**src/rtl/fsm_input_conditioner.sv**
```systemverilog
// Pad conditioner for the vending-machine FSM: 2-flop sync, per-channel debounce,
// rising-edge pulse generation and coin/accept arbitration with one pending slot.
module fsm_input_conditioner #(
  parameter int DEBOUNCE_CYCLES = 16,
  parameter int CNT_W           = 16
) (
  input  logic       clk,
  input  logic       rst_n,
  input  logic       ena,
  input  logic [3:0] raw_in,
  output logic       m_pulse,
  output logic       a_pulse,
  output logic       btnc_pulse,
  output logic       btnd_pulse,
  output logic [3:0] db_level,
  output logic       accept_pend
);

  typedef enum logic [1:0] {
    ARB_IDLE,
    ARB_ACC_PEND,
    ARB_COIN_PEND
  } arb_state_t;

  localparam logic [CNT_W-1:0] CNT_LAST = CNT_W'(DEBOUNCE_CYCLES - 1);

  logic [3:0]       sync_q1, sync_q2;
  logic [CNT_W-1:0] cnt      [4];
  logic [CNT_W-1:0] cnt_next [4];
  logic [3:0]       db_next;
  logic [3:0]       rise;
  arb_state_t       state, state_next;
  logic             m_next, a_next, c_next, d_next;

  always_ff @(posedge clk or negedge rst_n) begin
    if (!rst_n) begin
      sync_q1 <= '0;
      sync_q2 <= '0;
    end else begin
      sync_q1 <= raw_in;
      sync_q2 <= sync_q1;
    end
  end

  // A channel toggles on the edge its mismatch count would reach DEBOUNCE_CYCLES;
  // the rise flag is raised on that same edge so the pulse aligns with db_level.
  always_comb begin
    for (int i = 0; i < 4; i++) begin
      cnt_next[i] = cnt[i];
      db_next[i]  = db_level[i];
      rise[i]     = 1'b0;
      if (!ena) begin
        cnt_next[i] = '0;
      end else if (sync_q2[i] != db_level[i]) begin
        if (cnt[i] == CNT_LAST) begin
          db_next[i]  = ~db_level[i];
          cnt_next[i] = '0;
          rise[i]     = ~db_level[i];
        end else begin
          cnt_next[i] = cnt[i] + 1'b1;
        end
      end else begin
        cnt_next[i] = '0;
      end
    end
  end

  always_ff @(posedge clk or negedge rst_n) begin
    if (!rst_n) begin
      for (int i = 0; i < 4; i++) cnt[i] <= '0;
      db_level <= '0;
    end else begin
      for (int i = 0; i < 4; i++) cnt[i] <= cnt_next[i];
      db_level <= db_next;
    end
  end

  // Reset buttons bypass arbitration and flush any pending credit; otherwise a
  // pending pulse is served before fresh ones, and coin beats accept on a tie.
  always_comb begin
    state_next = state;
    m_next     = 1'b0;
    a_next     = 1'b0;
    c_next     = rise[2];
    d_next     = rise[3];
    if (!ena || rise[2] || rise[3]) begin
      state_next = ARB_IDLE;
    end else begin
      case (state)
        ARB_ACC_PEND: begin
          a_next     = 1'b1;
          state_next = rise[0] ? ARB_COIN_PEND : ARB_IDLE;
        end
        ARB_COIN_PEND: begin
          m_next     = 1'b1;
          state_next = rise[1] ? ARB_ACC_PEND : ARB_IDLE;
        end
        default: begin
          if (rise[0]) begin
            m_next     = 1'b1;
            state_next = rise[1] ? ARB_ACC_PEND : ARB_IDLE;
          end else if (rise[1]) begin
            a_next = 1'b1;
          end
        end
      endcase
    end
  end

  always_ff @(posedge clk or negedge rst_n) begin
    if (!rst_n) begin
      state      <= ARB_IDLE;
      m_pulse    <= 1'b0;
      a_pulse    <= 1'b0;
      btnc_pulse <= 1'b0;
      btnd_pulse <= 1'b0;
    end else begin
      state      <= state_next;
      m_pulse    <= m_next;
      a_pulse    <= a_next;
      btnc_pulse <= c_next;
      btnd_pulse <= d_next;
    end
  end

  assign accept_pend = (state == ARB_ACC_PEND);

endmodule
```
**config.mk**
```make
export PLATFORM = sky130hd
export DESIGN_NAME = fsm_input_conditioner
export DESIGN_NICKNAME = d
export VERILOG_FILES = /design/src/rtl/fsm_input_conditioner.sv
export SDC_FILE = /design/constraint.sdc
export NUM_CORES = 1
export LEC_CHECK = 0
export BUFFER_PORTS_ARGS = -buffer_cell sky130_fd_sc_hd__buf_2
export CORE_ASPECT_RATIO = 2
export CORE_MARGIN = 2
export CORE_UTILIZATION = 51
export DETAILED_ROUTE_END_ITERATION = 7
export GPL_TIMING_DRIVEN = 1
export PLACE_DENSITY = 0.76
export SYNTH_ARGS = -nofsm -noshare
export SYNTH_HDL_FRONTEND = slang
export SYNTH_SLANG_ARGS = --single-unit
export TNS_END_PERCENT = 100
```
**constraint.sdc**
```tcl
create_clock -name clk -period 1.8 [get_ports clk]
set_input_delay 0.45 -clock clk [delete_from_list [all_inputs] [get_ports clk]]
set_output_delay 0.45 -clock clk [all_outputs]
set_load 0.03 [all_outputs]
```
# == After elaboration in Yosys (flattened, before gate mapping) ==
# Cells that the tools add are included.
# classes
shift,0
bitwise_logic,4
n_div,0
magnitude_cmp,0
n_mul,0
n_addsub,4
mux,36
reduce_logical,8
n_eq_ne,10
# ops
op,n
2-to-1 mux 16 bit,12
"adder 16 x 1 -> 16 bit, second input constant",4
"equality test 16 x 4 -> 1 bit, second input constant",4
2-to-1 mux 1 bit,18
AND reduction 3 bit,4
2-to-1 mux 2 bit,3
!= test 1 bit,4
NOT 1 bit,4
one-hot mux 1 bit (2 select lines),2
one-hot mux 2 bit (2 select lines),1
nonzero test 4 bit,1
"equality test 2 x 1 -> 1 bit, second input constant",1
"equality test 2 bit, second input constant",1
logical OR 1 bit,2
zero test 1 bit,1
# word_totals
register_bits,82
ram_bits,0
rom_bits,0
output_inout_bits,9
elab_cells,77
latchBits,0
memories,0

# == Depth between registers and ports, before layout ==
# Gate-level depths: netlist of the first run.
# depth
word_depth,8
ltp_mapped,7

# == Least setup slack after synthesis of the first run ==
# Ideal clock, no wire load.
# synth_timing
path_type,reg2reg
from,register cnt[55] in the netlist's numbering
to,register db_level[0]
setup_time_ps,128
t_required_ps,1672
setup_slack_ps,68
n_path_buf,0
arrival_ps,1605
stages_incl_launch_ff,4
period_less_slack_ps,1732
path_cell_list,dfrtp_1 -> or4_1 -> and4bb_2 -> mux2_1
# synth_between
elab_chain_cells,2
# synth_lines
element,line,rtl
"start, declared",28,logic [CNT_W-1:0] cnt [4];
equality test 16 x 4 -> 1 bit,55,if (cnt[i] == CNT_LAST) begin
AND reduction 3 bit (no source line),n/a,
"end signal, assigned",74,db_level <= db_next;
"end, declared",15,"output logic [3:0] db_level,"
# No other way between the ends.
# A chain may end at the register's enable or synchronous reset.

# == Worst setup path after layout of the first run ==
# layout_timing
from,register cnt[52] in the netlist's numbering
to,register state[0]
# layout_between
elab_chain_cells,5
# layout_lines
element,line,rtl
equality test 16 x 4 -> 1 bit,55,
2-to-1 mux 1 bit,55,
2-to-1 mux 1 bit,54,end else if (sync_q2[i] != db_level[i]) begin
2-to-1 mux 1 bit,52,if (!ena) begin
nonzero test 4 bit (no source line),n/a,
"end signal, assigned",118,state <= state_next;
"end, declared",32,"arb_state_t state, state_next;"
# No other way between the ends.

==> Flow_metrics.wiki, run 1 <==
{| class="wikitable"
! Metric !! Value
|-
| Run status || finished clean
|-
| Critical path start-end classification || flop to flop
|-
| Number of nets in the layout || 406
|-
| Final instance area || 4320 um2
|-
| Cell taking the most area after synthesis || sky130_fd_sc_hd__dfrtp_1
|-
| Total routing resource utilization after global routing || 0.193
|-
| Number of enable-type register cells in the synthesized netlist || 0
|-
| Kind of start point of the critical path || flop
|-
| Root buffer selected by CTS || sky130_fd_sc_hd__clkbuf_16
|-
| Number of iterations in the first detailed-routing pass || 4
|-
| DP HPWL || 4620 um
|-
| Number of buffers added to fix hold violations after cts || 0
|-
| Antenna-violating nets left || 0
|-
| Initial core utilization || 0.518
|-
| Delay of the slowest cell on the worst path || 0.54 ns
|-
| Count of placed standard cells in the final layout, fillers left out || 489
|-
| Crit share post-route || 0.988
|-
| Placed inst area || 3970 um2
|-
| Average via count per standard cell || 5.52
|-
| Critical-path maximum fanout || 5
|-
| Worst relative slew slack || 0.706
|-
| Share of synthesized area occupied by flip-flops and latches || 0.554
|-
| Floorplan die width || 64.3 um
|-
| Global route total overflow || 0
|-
| Port Buf Inserts || 15
|-
| Buffer and inverter count on the worst path || 0
|-
| RSZ-0062 raised after global routing || true
|-
| Hold/Removal Path Class || input port to asynchronous set/reset pin
|-
| Count of H-tree levels built during CTS || 3
|-
| Critical path data arrival time || 2.02 ns
|-
| Post-route worst setup slack || 0.0210 ns
|-
| Dominant delay contributor by cell family on the critical path || simple AND/OR/NAND/NOR gates
|-
| Peak supply drop || 836 uV
|-
| Fraction of final layout cells sized beyond drive strength 1 || 0.126
|-
| Via count of the first global-routing pass || 2,764
|-
| Synthesized area per cell || 10.3 um2
|-
| Maximum clock insertion buffer count || 2
|-
| Required time of the worst setup path || 2.04 ns
|-
| Critical path capture point type || flop
|-
| Clock tree from TritonCTS || yes
|-
| Final period demand of the worst path || 1.78 ns
|-
| Synthesized Nets || 374
|-
| Count of antenna diodes in the layout || 0
|-
| Vias after detailed routing || 2,700
|-
| Routed wirelength normalized by instance count || 13.9 um
|-
| Clock-pin slew of the registers on the worst-case setup and hold paths || 0.06 ns
|-
| Most common flop cell mapped by yosys || sky130_fd_sc_hd__dfrtp_1
|-
| Final estimated routing congestion in global placement || 0.841
|-
| Ports || 16
|-
| Maximum frequency from static timing analysis || 0.562 GHz
|-
| Post-synthesis cell count || 361
|-
| Sink count of the clock tree || 82
|-
| Final hold viol count || 0
|-
| Skew-Pair Late Insertion Delay || 0.33 ns
|-
| Number of antenna violations at the first check in global routing || 0
|-
| Worst Setup Slack post-DPL || 0.00289 ns
|-
| Final worst clock skew || 0.00464 ns
|-
| Post-synth design cell area || 3710 um2
|-
| Global-route wire length before repair || 12,300 um
|-
| Cell Rows || 44
|-
| Transition time of the tightest slew-check pin || 0.437 ns
|-
| Largest net degree at the start of global routing || 34
|-
| Inserted Clock Buffers || 9
|-
| Number of violations of the max-capacitance limit || 0
|-
| Post-Place Cells || 473
|-
| Post-detailed-route DRC marker count || 0
|-
| Number of flip-flops and latches in the synthesized netlist || 82
|-
| Leakage power total || 1.94 nW
|-
| Vert. Die Dim || 125 um
|-
| Count of yosys warnings during synthesis || 0
|-
| Distinct cells, synth || 32
|-
| Slowest library cell on the worst path || sky130_fd_sc_hd__or4_4
|-
| Share of async-settable or async-resettable flops after synthesis || 1.00
|-
| Final WL || 6790 um
|-
| Count of routing violations after the opening detailed-route iteration || 268
|-
| Core Box Area || 7160 um2
|-
| Pins Over Slew Limit || 0
|-
| Top post-synthesis cells by area || sky130_fd_sc_hd__dfrtp_1 55%, sky130_fd_sc_hd__xor2_1 9.2%, sky130_fd_sc_hd__nor2_1 7.3%
|-
| PwrDens || 907 nW/um2
|-
| Fraction of post-synthesis cell area in the top cell type by area || 0.554
|-
| Final count of negative-setup-slack endpoints || 0
|-
| Critical-path cell list || or4_4 -> and4bb_4 -> a21oi_2 -> mux2i_1 -> nor3_1
|-
| Area growth, synth to finish || 16.5%
|-
| Overall die area || 8010 um2
|}
flip-flops by register name, summed over array words and instances (netlist names):
signal,flops
btnd_pulse,1
sync_q2,4
btnc_pulse,1
a_pulse,1
m_pulse,1
sync_q1,4
state,2
db_level,4
cnt,64
metal layers:
layer,wire (um),track usage
met2,3530,0.310
met3,160,0.0280
met5,0,0
met4,157,0.106
met1,2950,0.247
synthesized netlist by cell type (all sizes together) (2+ instances only):
cell	count
buf	2
nand2	21
nor3	10
nand3	27
nor2	72
nand3b	3
a21oi	6
or4	2
and4	4
inv	10
clkbuf	4
mux2	3
xor2	39
o21ai	3
ha	6
and3	11
nand4	13
nand2b	2
or3	3
nor4	11
xnor2	19
dfrtp	82
where the power goes:
part | internal (mW) | switching (mW)
clock network | 1.24 | 0.695
logic | 0.0301 | 0.0747
registers | 1.86 | 0.0122
layout make-up:
class                   count  area [um2]
clock inverters             5        78.8
clock buffers              10         239
repair buffers             27         180
well taps                  92         115
inverters                  10        37.5
fillers                   577        2840
flip-flops and latches     82        2050
multi-input cells         263        1610
per-stage QoR:
stage | hold slack [ns] | power (mW) | TNS [ns] | util
6_report | 0.00582 | 3.91 | 0 | 0.603
5_1_grt | 0.0244 | 4.04 | -0.0352 | 0.603
4_1_cts | 0.0140 | 3.95 | 0 | 0.599
3_5_place_dp | 0.335 | 2.01 | 0 | 0.555
3_3_place_gp | 0.335 | 2.01 | 0 | 0.555
2_1_floorplan | 0.154 | 1.95 | 0 | -
kinds of logic (layout without fill, tap and decap cells):
kind of cell | after synthesis | after routing | synth area share
multiplexers | 4 | 4 | 0.0118
AO/OA/AOI/OAI | 10 | 10 | 0.0155
buffers and inverters | 16 | 52 | 0.0169
XOR/XNOR | 58 | 58 | 0.137
adder cells (fa/ha/maj) | 6 | 6 | 0.0203
flip-flops | 82 | 82 | 0.554
AND/OR/NAND/NOR | 185 | 185 | 0.245
cell usage in the layout (no fill, tap or decap), types with 2 or more instances in the layout:
master / instances
sky130_fd_sc_hd__buf_4: 12
sky130_fd_sc_hd__nor4_1: 10
sky130_fd_sc_hd__nand2b_1: 2
sky130_fd_sc_hd__inv_1: 10
sky130_fd_sc_hd__buf_2: 14
sky130_fd_sc_hd__a21oi_1: 5
sky130_fd_sc_hd__xor2_1: 39
sky130_fd_sc_hd__nand3_1: 27
sky130_fd_sc_hd__dfrtp_1: 82
sky130_fd_sc_hd__clkbuf_16: 9
sky130_fd_sc_hd__bufinv_16: 2
sky130_fd_sc_hd__nor3_1: 9
sky130_fd_sc_hd__mux2_1: 3
sky130_fd_sc_hd__nor2_1: 72
sky130_fd_sc_hd__clkinv_2: 2
sky130_fd_sc_hd__o21ai_1: 2
sky130_fd_sc_hd__xnor2_1: 19
sky130_fd_sc_hd__nand3b_1: 3
sky130_fd_sc_hd__and4_1: 4
sky130_fd_sc_hd__or3_1: 3
sky130_fd_sc_hd__and3_1: 10
sky130_fd_sc_hd__ha_1: 6
sky130_fd_sc_hd__nand4_1: 13
sky130_fd_sc_hd__nand2_1: 21
path summary, 6_finish.rpt:
path | to | depth (start not counted) | slack [ns] | start
worst min-delay path | cnt[47] | 1 | 0.006 | rst_n
worst min register to register | sync_q2[1] | 0 | 0.35 | sync_q1[1]
min in group clk | sync_q1[3] | 1 | 0.22 | raw_in[3]
worst max register to register | state[0] | 5 | 0.02 | cnt[52]
worst max-delay path | state[0] | 5 | 0.02 | cnt[52]
max in group asynchronous | cnt[8] | 2 | 1.20 | rst_n
repair_timing:
item	in CTS	in global routing
setup buffers	0	1
gates resized for setup	1	6
setup endpoints to repair	1	20
cloned	0	0
pin swaps	1	4
Power figures use the tool's default switching activity.
==> run 2, diff against run 1 <==
--- a/config.mk
+++ b/config.mk
@@ -7,11 +7,12 @@
 export LEC_CHECK = 0
 export BUFFER_PORTS_ARGS = -buffer_cell sky130_fd_sc_hd__buf_2
 export CORE_ASPECT_RATIO = 2
-export CORE_MARGIN = 2
 export CORE_UTILIZATION = 51
 export DETAILED_ROUTE_END_ITERATION = 7
 export GPL_TIMING_DRIVEN = 1
 export PLACE_DENSITY = 0.76
+export RECOVER_POWER = 25
+export SKIP_LAST_GASP = 1
 export SYNTH_ARGS = -nofsm -noshare
 export SYNTH_HDL_FRONTEND = slang
 export SYNTH_SLANG_ARGS = --single-unit
==> run 2 against run 1 <==
Net effect: the run now ends with capacitance limit, slew limit left; combinational power is essentially flat; non-clock buffer count is 2 higher; clock skew up 0.00089 ns; clock-buffer cell count unchanged; first-iteration DRC count shrank 47%; clock power hardly changed; total power rose by 0.21%; die area shrank 4.7%; core utilization rose by 1.6 points; wire length fell by 2.5%; worst hold slack improved by 0.21 ns; sequential power hardly changed; largest cell class unchanged.
==> Flow_metrics.wiki, run 2 (synthesized netlist as in run 1, its figures left out) <==
{| class="wikitable"
! Metric !! Value
|-
| Run status || finished, violations left
|-
| RSZ-0062 raised after global routing || true
|-
| Number of flip-flops under the largest register name || 64
|-
| Register ranked first by flip-flop count || cnt
|-
| Peak supply drop || 726 uV
|-
| Pins Over Slew Limit || 25
|-
| Leakage power total || 1.93 nW
|-
| Cell Rows || 43
|-
| Count of placed standard cells in the final layout, fillers left out || 490
|-
| Worst relative slew slack || -0.0516
|-
| Critical-path maximum fanout || 4
|-
| Vert. Die Dim || 123 um
|-
| Hold/Removal Path Class || input port to flop
|-
| DP HPWL || 4580 um
|-
| Failing checks || capacitance limit, slew limit
|-
| Slowest library cell on the worst path || sky130_fd_sc_hd__or4_4
|-
| Count of H-tree levels built during CTS || 3
|-
| Final count of negative-setup-slack endpoints || 0
|-
| Average via count per standard cell || 5.31
|-
| Transition time of the tightest slew-check pin || 1.58 ns
|-
| Number of buffers added to fix hold violations after cts || 0
|-
| Kind of start point of the critical path || flop
|-
| Initial core utilization || 0.530
|-
| Delay of the slowest cell on the worst path || 0.54 ns
|-
| Port Buf Inserts || 15
|-
| Total chip power || 3.92 mW
|-
| Final hold viol count || 0
|-
| Number of violations of the max-capacitance limit || 1
|-
| Total routing resource utilization after global routing || 0.198
|-
| Inserted Clock Buffers || 9
|-
| Buffer and inverter count on the worst path || 0
|-
| Count of routing violations after the opening detailed-route iteration || 142
|-
| Clock-pin slew of the registers on the worst-case setup and hold paths || 0.06 ns
|-
| Worst Setup SP || cnt[60]
|-
| Leading cell type in the layout, fill and taps excluded || sky130_fd_sc_hd__dfrtp_1
|-
| Global route total overflow || 0
|-
| Fraction of final layout cells sized beyond drive strength 1 || 0.123
|-
| Final worst clock skew || 0.00553 ns
|-
| Number of antenna violations at the first check in global routing || 0
|-
| Floorplan die width || 62.3 um
|-
| Critical path start-end classification || flop to flop
|-
| Critical path data arrival time || 2.02 ns
|-
| Clock tree from TritonCTS || yes
|-
| Final period demand of the worst path || 1.76 ns
|-
| Routed wirelength normalized by instance count || 13.5 um
|-
| Critical path capture point type || flop
|-
| R2r setup slk || 0.04 ns
|-
| PwrDens || 905 nW/um2
|-
| Largest net degree at the start of global routing || 30
|-
| Root buffer selected by CTS || sky130_fd_sc_hd__clkbuf_16
|-
| Post-Place Cells || 472
|-
| Post-detailed-route DRC marker count || 0
|-
| Area growth, synth to finish || 16.9%
|-
| Final WL || 6620 um
|-
| Antenna-violating nets left || 0
|-
| Dominant delay contributor by cell family on the critical path || simple AND/OR/NAND/NOR gates
|-
| Number of nets in the layout || 408
|-
| Critical R2R Launch || cnt[60]
|-
| Ports || 16
|-
| Overall die area || 7630 um2
|-
| Vias after detailed routing || 2,604
|-
| Via count of the first global-routing pass || 2,680
|-
| Number of fill cells || 576
|-
| Maximum frequency from static timing analysis || 0.567 GHz
|-
| Maximum clock insertion buffer count || 2
|-
| Required time of the worst setup path || 2.05 ns
|-
| Core Box Area || 6990 um2
|-
| Final estimated routing congestion in global placement || 0.864
|-
| Number of iterations in the first detailed-routing pass || 4
|-
| Critical-path cell list || or4_4 -> and4bb_4 -> a21oi_2 -> mux2i_1 -> nor3_1
|-
| Count of antenna diodes in the layout || 0
|-
| Crit share post-route || 0.980
|-
| Sum of negative setup slack || 0 ns
|-
| Most frequent cells in the layout || 82 x sky130_fd_sc_hd__dfrtp_1, 72 x sky130_fd_sc_hd__nor2_1, 39 x sky130_fd_sc_hd__xor2_1, 27 x sky130_fd_sc_hd__nand3_1, 21 x sky130_fd_sc_hd__nand2_1
|-
| Hold path startpoint || raw_in[0]
|-
| Global-route wire length before repair || 11,500 um
|-
| Sink count of the clock tree || 82
|-
| Skew-Pair Late Insertion Delay || 0.34 ns
|}
==> run 2: stage by stage <==
stage,util,cell area [um2],setup slack (ns),hold slack [ns]
floorplan,-,3710,0.0677,0.154
global placement,0.570,3990,0.0689,0.333
detailed placement,0.570,3990,0.0245,0.336
CTS,0.616,4310,0.0112,0.0320
global route,0.619,4330,-0.0565,0.199
finish,0.619,4330,0.0358,0.212
==> run 2: layout make-up <==
type | instances | area, um2 | area share
inverter | 10 | 37.5 | 0.00866
timing repair buffer | 29 | 204 | 0.0471
clock inverter | 6 | 91.3 | 0.0211
multi-input combinational | 263 | 1610 | 0.371
tap | 90 | 113 | 0.0260
clock buffer | 10 | 229 | 0.0528
sequential | 82 | 2050 | 0.474
==> run 2: layer usage <==
layer / wire length [um] / share of wire / GRT usage / up-vias
met2: 3560 / 0.54 / 0.356 / 33
met3: 219 / 0.033 / 0.0502 / 13
met4: 155 / 0.023 / 0.112 / 0
met1: 2690 / 0.41 / 0.209 / 1269
li1: - / - / - / 1289
met5: 0 / 0 / 0 / -
==> run 2: worst register-to-register path, cell delays in order, from the launching register on <==
cell and delay [ns]:
sky130_fd_sc_hd__dfrtp_1 0.39, sky130_fd_sc_hd__or4_4 0.54, sky130_fd_sc_hd__and4bb_4 0.38, sky130_fd_sc_hd__a21oi_2 0.07, sky130_fd_sc_hd__mux2i_1 0.12, sky130_fd_sc_hd__nor3_1 0.18
==> run 2: power by group <==
group	total, mW	internal [mW]	leakage [nW]	switching [mW]
sequential	1.87	1.86	1.12	0.0126
combinational	0.106	0.0308	0.665	0.0755
clock	1.94	1.22	0.145	0.727
total	3.92	3.11	1.93	0.815
==> run 2: worst paths after layout <==
kind                              end  cells past startpoint
max                          state[0]                      5
min                        sync_q1[0]                      1
max reg2reg                  state[0]                      5
min reg2reg                sync_q2[3]                      0
max in group asynchronous     cnt[24]                      1
min in group asynchronous     a_pulse                      1
==> run 2: repair_timing <==
item,4_1_cts,5_1_grt
buffers inserted,0,2
setup endpoints to repair,0,20
gates resized for setup,0,5
==> run 3, diff against run 2 <==
--- a/config.mk
+++ b/config.mk
@@ -7,10 +7,10 @@
 export LEC_CHECK = 0
 export BUFFER_PORTS_ARGS = -buffer_cell sky130_fd_sc_hd__buf_2
 export CORE_ASPECT_RATIO = 2
-export CORE_UTILIZATION = 51
+export CORE_UTILIZATION = 35
 export DETAILED_ROUTE_END_ITERATION = 7
 export GPL_TIMING_DRIVEN = 1
-export PLACE_DENSITY = 0.76
+export PLACE_DENSITY = 0.57
 export RECOVER_POWER = 25
 export SKIP_LAST_GASP = 1
 export SYNTH_ARGS = -nofsm -noshare
==> run 3 against run 2 <==
Net effect: the run now ends clean; critical path depth fell by 2; sequential share of layout area fell by 0.93 points; register-to-register slack barely moved; worst setup slack improved by 0.0081 ns; clock-buffer cell count fell by 1; final cell count rose by 10%; global-route usage fell by 5.1 points; final area rose by 2.0%.
==> Flow_metrics.wiki, run 3 (synthesized netlist as in run 1, its figures left out) <==
{| class="wikitable"
! Metric !! Value
|-
| Skew-Pair Late Insertion Delay || 0.34 ns
|-
| Global route total overflow || 0
|-
| Clock tree from TritonCTS || yes
|-
| Count of H-tree levels built during CTS || 3
|-
| Post-route worst hold slack || 0.223 ns
|-
| Ports || 16
|-
| DP HPWL || 5060 um
|-
| Critical-path maximum fanout || 5
|-
| Required time of the worst setup path || 2.02 ns
|-
| Routed wirelength normalized by instance count || 13.0 um
|-
| Register ranked first by flip-flop count || cnt
|-
| Crit share post-route || 0.976
|-
| RSZ-0062 raised after global routing || true
|-
| Maximum frequency from static timing analysis || 0.569 GHz
|-
| Core Box Area || 10,200 um2
|-
| Pins Over Slew Limit || 0
|-
| Initial core utilization || 0.363
|-
| Post-detailed-route DRC marker count || 0
|-
| Area growth, synth to finish || 19.2%
|-
| Count of routing violations after the opening detailed-route iteration || 112
|-
| Setup repair bufs after CTS || 0
|-
| Kind of start point of the critical path || flop
|-
| Critical path data arrival time || 1.97 ns
|-
| Peak supply drop || 483 uV
|-
| Number of iterations in the first detailed-routing pass || 4
|-
| Root buffer selected by CTS || sky130_fd_sc_hd__clkbuf_16
|-
| Total routing resource utilization after global routing || 0.147
|-
| PwrDens || 864 nW/um2
|-
| Leading cell type in the layout, fill and taps excluded || sky130_fd_sc_hd__dfrtp_1
|-
| Number of violations of the max-capacitance limit || 0
|-
| Transition time of the tightest slew-check pin || 0.610 ns
|-
| Overall die area || 11,000 um2
|-
| Via count of the first global-routing pass || 2,696
|-
| Cell Rows || 52
|-
| Run status || finished clean
|-
| Inserted Clock Buffers || 9
|-
| Average via count per standard cell || 4.88
|-
| Final estimated routing congestion in global placement || 0.761
|-
| Clock-pin slew of the registers on the worst-case setup and hold paths || 0.06 ns
|-
| Global-route wire length before repair || 12,300 um
|-
| Final count of negative-setup-slack endpoints || 0
|-
| Sum of negative setup slack || 0 ns
|-
| Leakage power total || 1.96 nW
|-
| Largest net degree at the start of global routing || 38
|-
| Number of antenna violations at the first check in global routing || 0
|-
| Floorplan die width || 74.8 um
|-
| Antenna-violating nets left || 0
|-
| Critical path start-end classification || flop to flop
|-
| Vert. Die Dim || 148 um
|-
| Worst relative slew slack || 0.594
|-
| Number of flip-flops under the largest register name || 64
|-
| Critical path capture point type || flop
|-
| Most frequent cells in the layout || 82 x sky130_fd_sc_hd__dfrtp_1, 72 x sky130_fd_sc_hd__nor2_1, 39 x sky130_fd_sc_hd__xor2_1, 27 x sky130_fd_sc_hd__nand3_1, 21 x sky130_fd_sc_hd__nand2_1
|-
| Port Buf Inserts || 15
|-
| Maximum clock insertion buffer count || 2
|-
| Final hold viol count || 0
|-
| Fraction of final layout cells sized beyond drive strength 1 || 0.140
|-
| Final period demand of the worst path || 1.76 ns
|-
| Number of nets in the layout || 414
|-
| Number of fill cells || 1,031
|-
| Final WL || 7060 um
|-
| Count of antenna diodes in the layout || 0
|-
| Final worst clock skew || 0.00807 ns
|-
| Hold/Removal Path Class || input port to flop
|-
| Sink count of the clock tree || 82
|-
| Vias after detailed routing || 2,641
|}
run 3: critical path, stage by stage (launching register included):
cell,delay [ns]
sky130_fd_sc_hd__dfrtp_1,0.41
sky130_fd_sc_hd__or4_4,0.53
sky130_fd_sc_hd__and4bb_4,0.39
sky130_fd_sc_hd__mux2_1,0.32
run 3: path summary, 6_finish.rpt:
check / to / depth (start not counted) / startpoint / slack (ns)
hold reg to reg: sync_q2[0] / 0 / sync_q1[0] / 0.35
min in group asynchronous: cnt[38] / 2 / rst_n / 0.65
hold / removal: sync_q1[1] / 1 / raw_in[1] / 0.22
max in group asynchronous: cnt[39] / 3 / rst_n / 0.44
setup / recovery: db_level[0] / 3 / cnt[61] / 0.04
setup reg to reg: db_level[0] / 3 / cnt[61] / 0.04
run 3: per-layer routing:
layer  track usage  wire (um)  vias up
li1              -          -     1301
met1         0.171       2990     1284
met2         0.244       3670       40
met3        0.0354        189       16
met4        0.0755        209        0
met5             0          0        -
run 3: cell type report:
cell class                      instances  area, um2  area share
Timing Repair Buffer                   35        250      0.0566
Tap cell                              135        169      0.0382
Sequential cell                        82       2050       0.464
Clock buffer                            9        225      0.0510
Multi-Input combinational cell        263       1610       0.364
Clock inverter                          7       76.3      0.0173
Inverter                               10       37.5     0.00849
run 3: timing repair:
item                                    4_1_cts  5_1_grt
endpoints found under the setup margin        0        6
hold buffers                                  1        0
hold endpoints to repair                      4        0
resized for setup                             0        5
run 3: power breakdown:
| part | internal (mW) | total, mW | switching (mW) |
|---|---|---|---|
| clock | 1.08 | 1.83 | 0.751 |
| combinational | 0.0350 | 0.114 | 0.0787 |
| sequential | 1.86 | 1.87 | 0.0118 |
| total | 2.98 | 3.82 | 0.842 |
run 3: per-stage QoR:
stage / worst slack (ns) / instances / cell area [um2] / utilization / total power, mW
after global routing: -0.00923 / 541 / 4420 / 0.433 / 3.99
after CTS: 0.0273 / 541 / 4410 / 0.431 / 3.90
final: 0.0439 / 541 / 4420 / 0.433 / 3.82
after floorplan: 0.0677 / 361 / 3710 / - / 1.95
after detailed placement: 0.0333 / 524 / 4100 / 0.401 / 2.03
after global placement: 0.0510 / 524 / 4100 / 0.401 / 2.02
